### src/rtl/vga_pkg.sv
// Shared VGA definitions: fetch FSM states and frame geometry constants.
package vga_pkg;

    typedef enum logic [1:0] {
        IDLE,
        REQ,
        HOLD
    } fetch_state_t;

    localparam int H_ACTIVE       = 640;
    localparam int V_ACTIVE       = 480;
    localparam int BYTES_PER_WORD = 4;
    localparam int FRAME_WORDS    = (H_ACTIVE * V_ACTIVE) / BYTES_PER_WORD;

endpackage

### src/rtl/video_fetch_addr.sv
// Wrap-around frame word-address counter with synchronous clear and advance.
module video_fetch_addr
    import vga_pkg::*;
#(
    parameter int ADDR_W     = 17,
    parameter int WRAP_WORDS = FRAME_WORDS
) (
    input  logic              clk25MHz,
    input  logic              reset,
    input  logic              clear,
    input  logic              advance,
    output logic [ADDR_W-1:0] addr
);

    localparam logic [ADDR_W-1:0] LAST_ADDR = ADDR_W'(WRAP_WORDS - 1);

    // Clear wins over advance so a restart never lands on address 1.
    always_ff @(posedge clk25MHz or posedge reset) begin
        if (reset) begin
            addr <= '0;
        end else if (clear) begin
            addr <= '0;
        end else if (advance) begin
            addr <= (addr == LAST_ADDR) ? '0 : addr + ADDR_W'(1);
        end
    end

endmodule

### src/rtl/video_fetch.sv
// Frame-memory prefetcher feeding the VGA byte buffer with one held word.
// Optional macro VIDEO_FETCH_UNDERRUN_CNT_EN adds a per-frame underrun cycle counter.
module video_fetch #(
    parameter int BSIZE       = vga_pkg::BYTES_PER_WORD,
    parameter int ADDR_W      = 17,
    parameter int FRAME_WORDS = vga_pkg::FRAME_WORDS
) (
    input  logic               clk25MHz,
    input  logic               reset,
    input  logic               frame_start,
    output logic               mem_req,
    output logic [ADDR_W-1:0]  mem_addr,
    input  logic               mem_ack,
    input  logic [BSIZE*8-1:0] mem_rdata,
    input  logic               buf_empty,
    output logic               buf_load,
    output logic [BSIZE*8-1:0] buf_data,
    output logic               underrun
`ifdef VIDEO_FETCH_UNDERRUN_CNT_EN
    ,
    output logic [15:0]        underrun_cnt
`endif
);

    import vga_pkg::*;

    fetch_state_t       state, state_next;
    logic [BSIZE*8-1:0] hold_word;
    logic               hold_valid, hold_valid_next;
    logic               discard, discard_next;
    logic               load_now;
    logic               latch_now;
    logic               addr_clear;
    logic               addr_advance;
    logic               underrun_now;

    video_fetch_addr #(
        .ADDR_W     (ADDR_W),
        .WRAP_WORDS (FRAME_WORDS)
    ) u_addr (
        .clk25MHz (clk25MHz),
        .reset    (reset),
        .clear    (addr_clear),
        .advance  (addr_advance),
        .addr     (mem_addr)
    );

    assign mem_req = (state == REQ);

    // The load cycle itself is not an underrun: the buffer is still clearing empty.
    assign underrun_now = buf_empty && !hold_valid && !buf_load;

    always_comb begin
        state_next      = state;
        hold_valid_next = hold_valid;
        discard_next    = discard;
        load_now        = 1'b0;
        latch_now       = 1'b0;
        addr_clear      = 1'b0;
        addr_advance    = 1'b0;
        case (state)
            IDLE: begin
                if (!hold_valid) begin
                    state_next = REQ;
                end
                if (frame_start) begin
                    addr_clear = 1'b1;
                end
            end
            REQ: begin
                // A restart during an open request waits for the ack, then drops the data.
                if (mem_ack) begin
                    discard_next = 1'b0;
                    if (discard || frame_start) begin
                        addr_clear      = 1'b1;
                        hold_valid_next = 1'b0;
                        state_next      = IDLE;
                    end else begin
                        latch_now       = 1'b1;
                        hold_valid_next = 1'b1;
                        addr_advance    = 1'b1;
                        state_next      = HOLD;
                    end
                end else if (frame_start) begin
                    discard_next = 1'b1;
                end
            end
            HOLD: begin
                if (buf_empty && !buf_load) begin
                    load_now        = 1'b1;
                    hold_valid_next = 1'b0;
                    state_next      = REQ;
                end
                if (frame_start) begin
                    addr_clear      = 1'b1;
                    hold_valid_next = 1'b0;
                    state_next      = IDLE;
                end
            end
            default: begin
                state_next = IDLE;
            end
        endcase
    end

    always_ff @(posedge clk25MHz or posedge reset) begin
        if (reset) begin
            state      <= IDLE;
            hold_word  <= '0;
            hold_valid <= 1'b0;
            discard    <= 1'b0;
            buf_load   <= 1'b0;
            buf_data   <= '0;
            underrun   <= 1'b0;
        end else begin
            state      <= state_next;
            hold_valid <= hold_valid_next;
            discard    <= discard_next;
            buf_load   <= load_now;
            if (latch_now) begin
                hold_word <= mem_rdata;
            end
            if (load_now) begin
                buf_data <= hold_word;
            end
            if (underrun_now) begin
                underrun <= 1'b1;
            end
        end
    end

`ifdef VIDEO_FETCH_UNDERRUN_CNT_EN
    always_ff @(posedge clk25MHz or posedge reset) begin
        if (reset) begin
            underrun_cnt <= '0;
        end else if (frame_start) begin
            underrun_cnt <= '0;
        end else if (underrun_now && (underrun_cnt != 16'hFFFF)) begin
            underrun_cnt <= underrun_cnt + 16'd1;
        end
    end
`else
    // Without the counter, the sticky flag is the only underrun report.
`endif

endmodule

### config.mk
export PLATFORM = sky130hd
export DESIGN_NAME = video_fetch
export DESIGN_NICKNAME = d
export VERILOG_FILES = /design/src/rtl/vga_pkg.sv /design/src/rtl/video_fetch_addr.sv /design/src/rtl/video_fetch.sv
export SDC_FILE = /design/constraint.sdc
export NUM_CORES = 1
export LEC_CHECK = 0
export CELL_PAD_IN_SITES_DETAIL_PLACEMENT = 2
export CELL_PAD_IN_SITES_GLOBAL_PLACEMENT = 2
export CORE_ASPECT_RATIO = 0.8
export CORE_UTILIZATION = 33
export CTS_CLUSTER_DIAMETER = 30
export DETAILED_ROUTE_END_ITERATION = 12
export PLACE_DENSITY_LB_ADDON = 0.1
export SYNTH_ARGS = -nofsm -noshare
export SYNTH_HDL_FRONTEND = slang
export SYNTH_SLANG_ARGS = --single-unit
### constraint.sdc
create_clock -name clk25MHz -period 2.9 [get_ports clk25MHz]
set_input_delay 0.29 -clock clk25MHz [delete_from_list [all_inputs] [get_ports clk25MHz]]
set_output_delay 0.29 -clock clk25MHz [all_outputs]
set_load 0.02 [all_outputs]
# Word-level counts from Yosys, hierarchy flattened
# Index checks and enable logic that the tools add are counted.
# classes
n_reduce_logical,14
add_sub_neg,1
mux,24
eq_ne,6
# ops
operator,count
17-bit 2-to-1 mux,3
"17-bit by 1-bit adder with 17-bit output, second input constant",1
"17-bit equality test, second input constant",1
1-bit 2-to-1 mux,13
2-bit 2-to-1 mux,5
2-bit case mux with 3 select lines,1
3-bit AND reduction,2
2-bit nonzero test,3
1-bit case mux with 2 select lines,2
1-bit logical AND,3
"3-bit inequality test, second input constant",1
"2-bit by 1-bit equality test with 1-bit output, second input constant",1
"2-bit equality test, second input constant",1
1-bit zero test,2
2-bit zero test,1
"2-bit by 1-bit inequality test with 1-bit output, second input constant",1
"2-bit inequality test, second input constant",1
2-bit AND reduction,1
2-bit OR reduction,1
1-bit logical OR,1
# totals
output_inout_bits,52
wordCells,53
inputBits,37
ff_bits,87

# Longest topological paths before layout
# depth
ltp_word,6
depth_mapped,6
depth_no_buf,5

# Modules after synthesis
# From an unflattened synthesis, not the netlist that was laid out.
# hier_totals
cells_unflattened,261
area_unflattened_um2,3724.8
# by_module_without_submodules
module,area_each_um2,seq_area_each_um2,cells_each,n_inst
video_fetch,2801.4,1751.7,163,1
video_fetch_addr,923.4,425.4,98,1

# Least setup slack after synthesis
# No wires, ideal clock.
# synth_timing
kind,register to register
from,register u_addr.addr[0]
to,register u_addr.addr[11]
path_buffers,1
t_arrival_ns,1.832
slack_ns,0.980
stages_incl_launch_ff,7
setup_ns,0.087
synth_period_minus_slack_ns,1.920
required_time_ns,2.813
cell_sequence,dfrtp_1 ha_1 and3_4 and2_1 a311o_1 buf_2 a22oi_1
# synth_via
elab_chain_cells,4
elab_cells_between_ends,5
classes_between,1 x add/sub; 1 x eq/ne; 3 x mux
# synth_lines
item,line,rtl
start: declaration,video_fetch_addr.sv:12,output logic [ADDR_W-1:0] addr
start signal: assignment,video_fetch_addr.sv:24,addr <= (addr == LAST_ADDR) ? '0 : addr + ADDR_W'(1);
17-bit by 1-bit adder with 17-bit output / 17-bit equality test (equally long branches),video_fetch_addr.sv:24,
17-bit 2-to-1 mux (*),video_fetch_addr.sv:24,
17-bit 2-to-1 mux (*),video_fetch_addr.sv:23,end else if (advance) begin
17-bit 2-to-1 mux (*),video_fetch_addr.sv:21,end else if (clear) begin
# Mark *: on every way between the ends. The rest lies on a longest branch, timed or not. The select of a mux whose other input is x is not followed.
# A chain may end at the register's enable or synchronous reset.

# Final worst setup path
# layout_timing
from,register u_addr.addr[11]
to,register u_addr.addr[8]
# layout_via
elab_chain_cells,4
# layout_lines
item,line
17-bit equality test,video_fetch_addr.sv:24
17-bit 2-to-1 mux,video_fetch_addr.sv:24
17-bit 2-to-1 mux,video_fetch_addr.sv:23
17-bit 2-to-1 mux,video_fetch_addr.sv:21
# No other way between the ends. The select of a mux whose other input is x is not followed.

==> flow_summary_export.csv <==
group,metric,value,unit
outcome,outcome,"finished, final reports clean",
synth,synthDominantAreaCellType,"sky130_fd_sc_hd__dfrtp_1",
global_route,vias_in_the_first_global_route,2906,
clock_tree,resized_gates_after_cts,0,
place,globalplace.congestion,0.700,
floorplan,design.die.area,0.0115,mm2
synth,synth.avg_cell_area,13.8,um2
layout,fin_nets,395,
layout,area_growth,36.8,%
layout,layout-drive-gt1-share,0.244,
global_route,initial_antenna_violation_count,0,
worst_setup_path,startpoint_type,"flop",
synth,synth.ff_latch_count,87,
floorplan,placement_rows,33,
floorplan,die_width,120,um
worst_setup_path,end_kind,"flop",
global_route,global_route_wire_length_before_repair,15100,um
synth,post_synth_num_cell_types,41,
global_route,grt_max_degree,41,
pwr,p_leak,2.08,nW
pwr,power-per-cell-area,900,mW/mm2
timing,final.min_clock_period,2.17,ns
layout,leading_cell_type_in_the_layout_fill_and_taps_excluded,"sky130_fd_sc_hd__clkdlybuf4s50_1",
floorplan,pin_count,89,
synth,async_flop_share,1.00,
routing,ant_nets,0,
timing,total_negative_setup_slacks,0,ns
layout,fillers,1035,
timing,max_freq,460,MHz
timing,final.setup_skew,0.00666,ns
worst_setup_path,r2r_cells,4,
clock_tree,post_cts_hold_buffer_count,0,
clock_tree,cts.reportedPaths.clkPinSlew,0.06,ns
timing,final_min_period_over_clock_period,0.750,
global_route,global_route.usage.total,0.177,
pwr,vdd.ir_drop.worst,456,uV
floorplan,dieHeight,96,um
routing,routed_wl,9370,um
synth,synth.area.top_cells,"sky130_fd_sc_hd__dfrtp_1 60%, sky130_fd_sc_hd__mux2_2 19%, sky130_fd_sc_hd__a22oi_1 1.6%",
synth,synth_flop_cell,"sky130_fd_sc_hd__dfrtp_1",
synth,synth-edff-count,0,
routing,detail_route.drc_violations,0,
clock_tree,cts_max_level,3,
timing,unrepaired_setup_endpoints_after_global_routing,"false",
pwr,design_power_total,4.49,mW
layout,diode_insertion_count_for_antenna_repair,0,
layout,final_cell_mix,"88 x sky130_fd_sc_hd__clkdlybuf4s50_1, 87 x sky130_fd_sc_hd__dfrtp_1, 61 x sky130_fd_sc_hd__mux2_2",
routing,drt_first_iter_violations,70,
clock_tree,cts_made_buffers,9,
routing,dr_total_vias,2489,
synth,sequential_fraction_of_the_synthesis_area,0.597,
timing,final-setup-viol-count,0,
clock_tree,clock_sinks,87,
timing,max_slew_margin,0.512,
clock_tree,cts_tree,"yes",
clock_tree,clk_latency,0.33,ns
routing,first_pass_iters,4,
floorplan,core_area,0.0105,mm2
timing,final.setup.worst_slack,0.726,ns
clock_tree,cts_buffer_depth,2,
clock_tree,cts_root_buf,"sky130_fd_sc_hd__clkbuf_16",
place,port_buffers,88,
timing,timing_hold_violations_final,0,
timing,number_of_pins_with_negative_max_slew_slack_in_the_final_report,0,
synth,synth_top_cell_area_share,0.597,
place,pre_cts_slack,0.592,ns
hold_path,hold_class,"in2async",
routing,detail_route.vias_per_cell,4.98,
worst_setup_path,arrival_time_reported_for_the_critical_path_endpoint,2.34,ns
floorplan,initial_cell_density_of_the_core,0.348,
timing,tightest_slew,0.733,ns
worst_setup_path,criticalPathCategory,"reg2reg",
run,max_cap_viol_count,0,
place,detailedPlacementHpwl,6460,um
synth,synth.yosys.warnings,0,
global_route,grt.overflow.total,0,
synth,synthesis.area,0.00364,mm2
worst_setup_path,cp_max_fo,17,
layout,post-route-util,0.476,
synth,postSynthNetCount,303,
routing,avgRoutedWirePerCell,18.7,um
synth,cells_after_synthesis,265,
clock_tree,post_cts_buffers,0,
worst_setup_path,critical_path_required,3.07,ns
-- synthesized netlist by cell type, types with 3 or more instances --
master / number
sky130_fd_sc_hd__o21ai_0: 6
sky130_fd_sc_hd__buf_4: 3
sky130_fd_sc_hd__nor2_1: 8
sky130_fd_sc_hd__or3_1: 3
sky130_fd_sc_hd__mux2_1: 3
sky130_fd_sc_hd__buf_2: 6
sky130_fd_sc_hd__a21oi_1: 11
sky130_fd_sc_hd__xor2_1: 3
sky130_fd_sc_hd__inv_1: 4
sky130_fd_sc_hd__o31ai_1: 6
sky130_fd_sc_hd__mux2_2: 61
sky130_fd_sc_hd__nand2b_1: 5
sky130_fd_sc_hd__nand3_1: 4
sky130_fd_sc_hd__a22oi_1: 8
sky130_fd_sc_hd__dfrtp_1: 87
sky130_fd_sc_hd__or4_1: 5
sky130_fd_sc_hd__nand2_1: 9
-- per-stage QoR --
stage	hold WS [ns]	area [um2]	cells
floorplan	0.425	3640	265
CTS	0.309	4990	500
global placement	0.463	4690	486
global route	0.321	4990	500
detailed placement	0.476	4690	486
finish	0.294	4990	500
-- cells by family (layout without fill, tap and decap cells) --
family | after synthesis | count (layout) | share of synthesized area
AO/OA/AOI/OAI | 40 | 40 | 0.0800
XOR/XNOR | 5 | 5 | 0.0120
adder cells (fa/ha/maj) | 1 | 1 | 0.00343
buffers and inverters | 15 | 110 | 0.0227
flip-flops | 87 | 87 | 0.597
multiplexers | 64 | 64 | 0.198
AND/OR/NAND/NOR | 53 | 53 | 0.0869
-- power by group --
group / internal [mW] / switching (mW) / total, mW
clock: 0.705 / 0.456 / 1.16
sequential: 1.65 / 0.277 / 1.92
combinational: 0.747 / 0.655 / 1.40
total: 3.10 / 1.39 / 4.49
-- sequential cells by signal (all words and copies together) (netlist names) --
name,flops
buf_data,32
buf_load,1
discard,1
hold_valid,1
hold_word,32
state,2
u_addr.addr,17
underrun,1
-- critical path, cell delays in order, from the launching register on --
cell and delay (ns):
sky130_fd_sc_hd__dfrtp_1 0.51, sky130_fd_sc_hd__nand4bb_1 0.16, sky130_fd_sc_hd__nor4b_1 0.41, sky130_fd_sc_hd__a311o_1 0.72, sky130_fd_sc_hd__a22oi_1 0.20
-- path summary, 6_finish.rpt --
path                                        startpoint                          to  slack [ns]
max                        u_addr.addr[11]$_DFFE_PP0P_  u_addr.addr[8]$_DFFE_PP0P_        0.73
min reg2reg                  hold_word[23]$_DFFE_PP0P_   hold_word[23]$_DFFE_PP0P_        0.49
min in group clk25MHz        hold_word[23]$_DFFE_PP0P_   hold_word[23]$_DFFE_PP0P_        0.49
max reg2reg                u_addr.addr[11]$_DFFE_PP0P_  u_addr.addr[8]$_DFFE_PP0P_        0.73
min                                              reset    buf_data[17]$_DFFE_PP0P_        0.29
max in group asynchronous                        reset   hold_word[15]$_DFFE_PP0P_        1.92
-- metal layers --
| layer | global-route usage | vias to the layer above | routed length (um) |
|---|---|---|---|
| met5 | 0 | - | 0 |
| met4 | 0.0563 | 0 | 93 |
| met3 | 0.0498 | 10 | 409 |
| met2 | 0.295 | 55 | 4540 |
| met1 | 0.223 | 1282 | 4320 |
| li1 | - | 1142 | - |
-- final cells by class --
class,instances,area [um2],area share
Timing Repair Buffer,92,923,0.185
Sequential cell,87,2180,0.437
Clock inverter,3,43.8,0.00878
Multi-Input combinational cell,163,1400,0.280
Clock buffer,11,253,0.0507
Inverter,4,16.3,0.00326
Tap cell,140,175,0.0351
No activity file was read; power rests on OpenSTA's default activity.
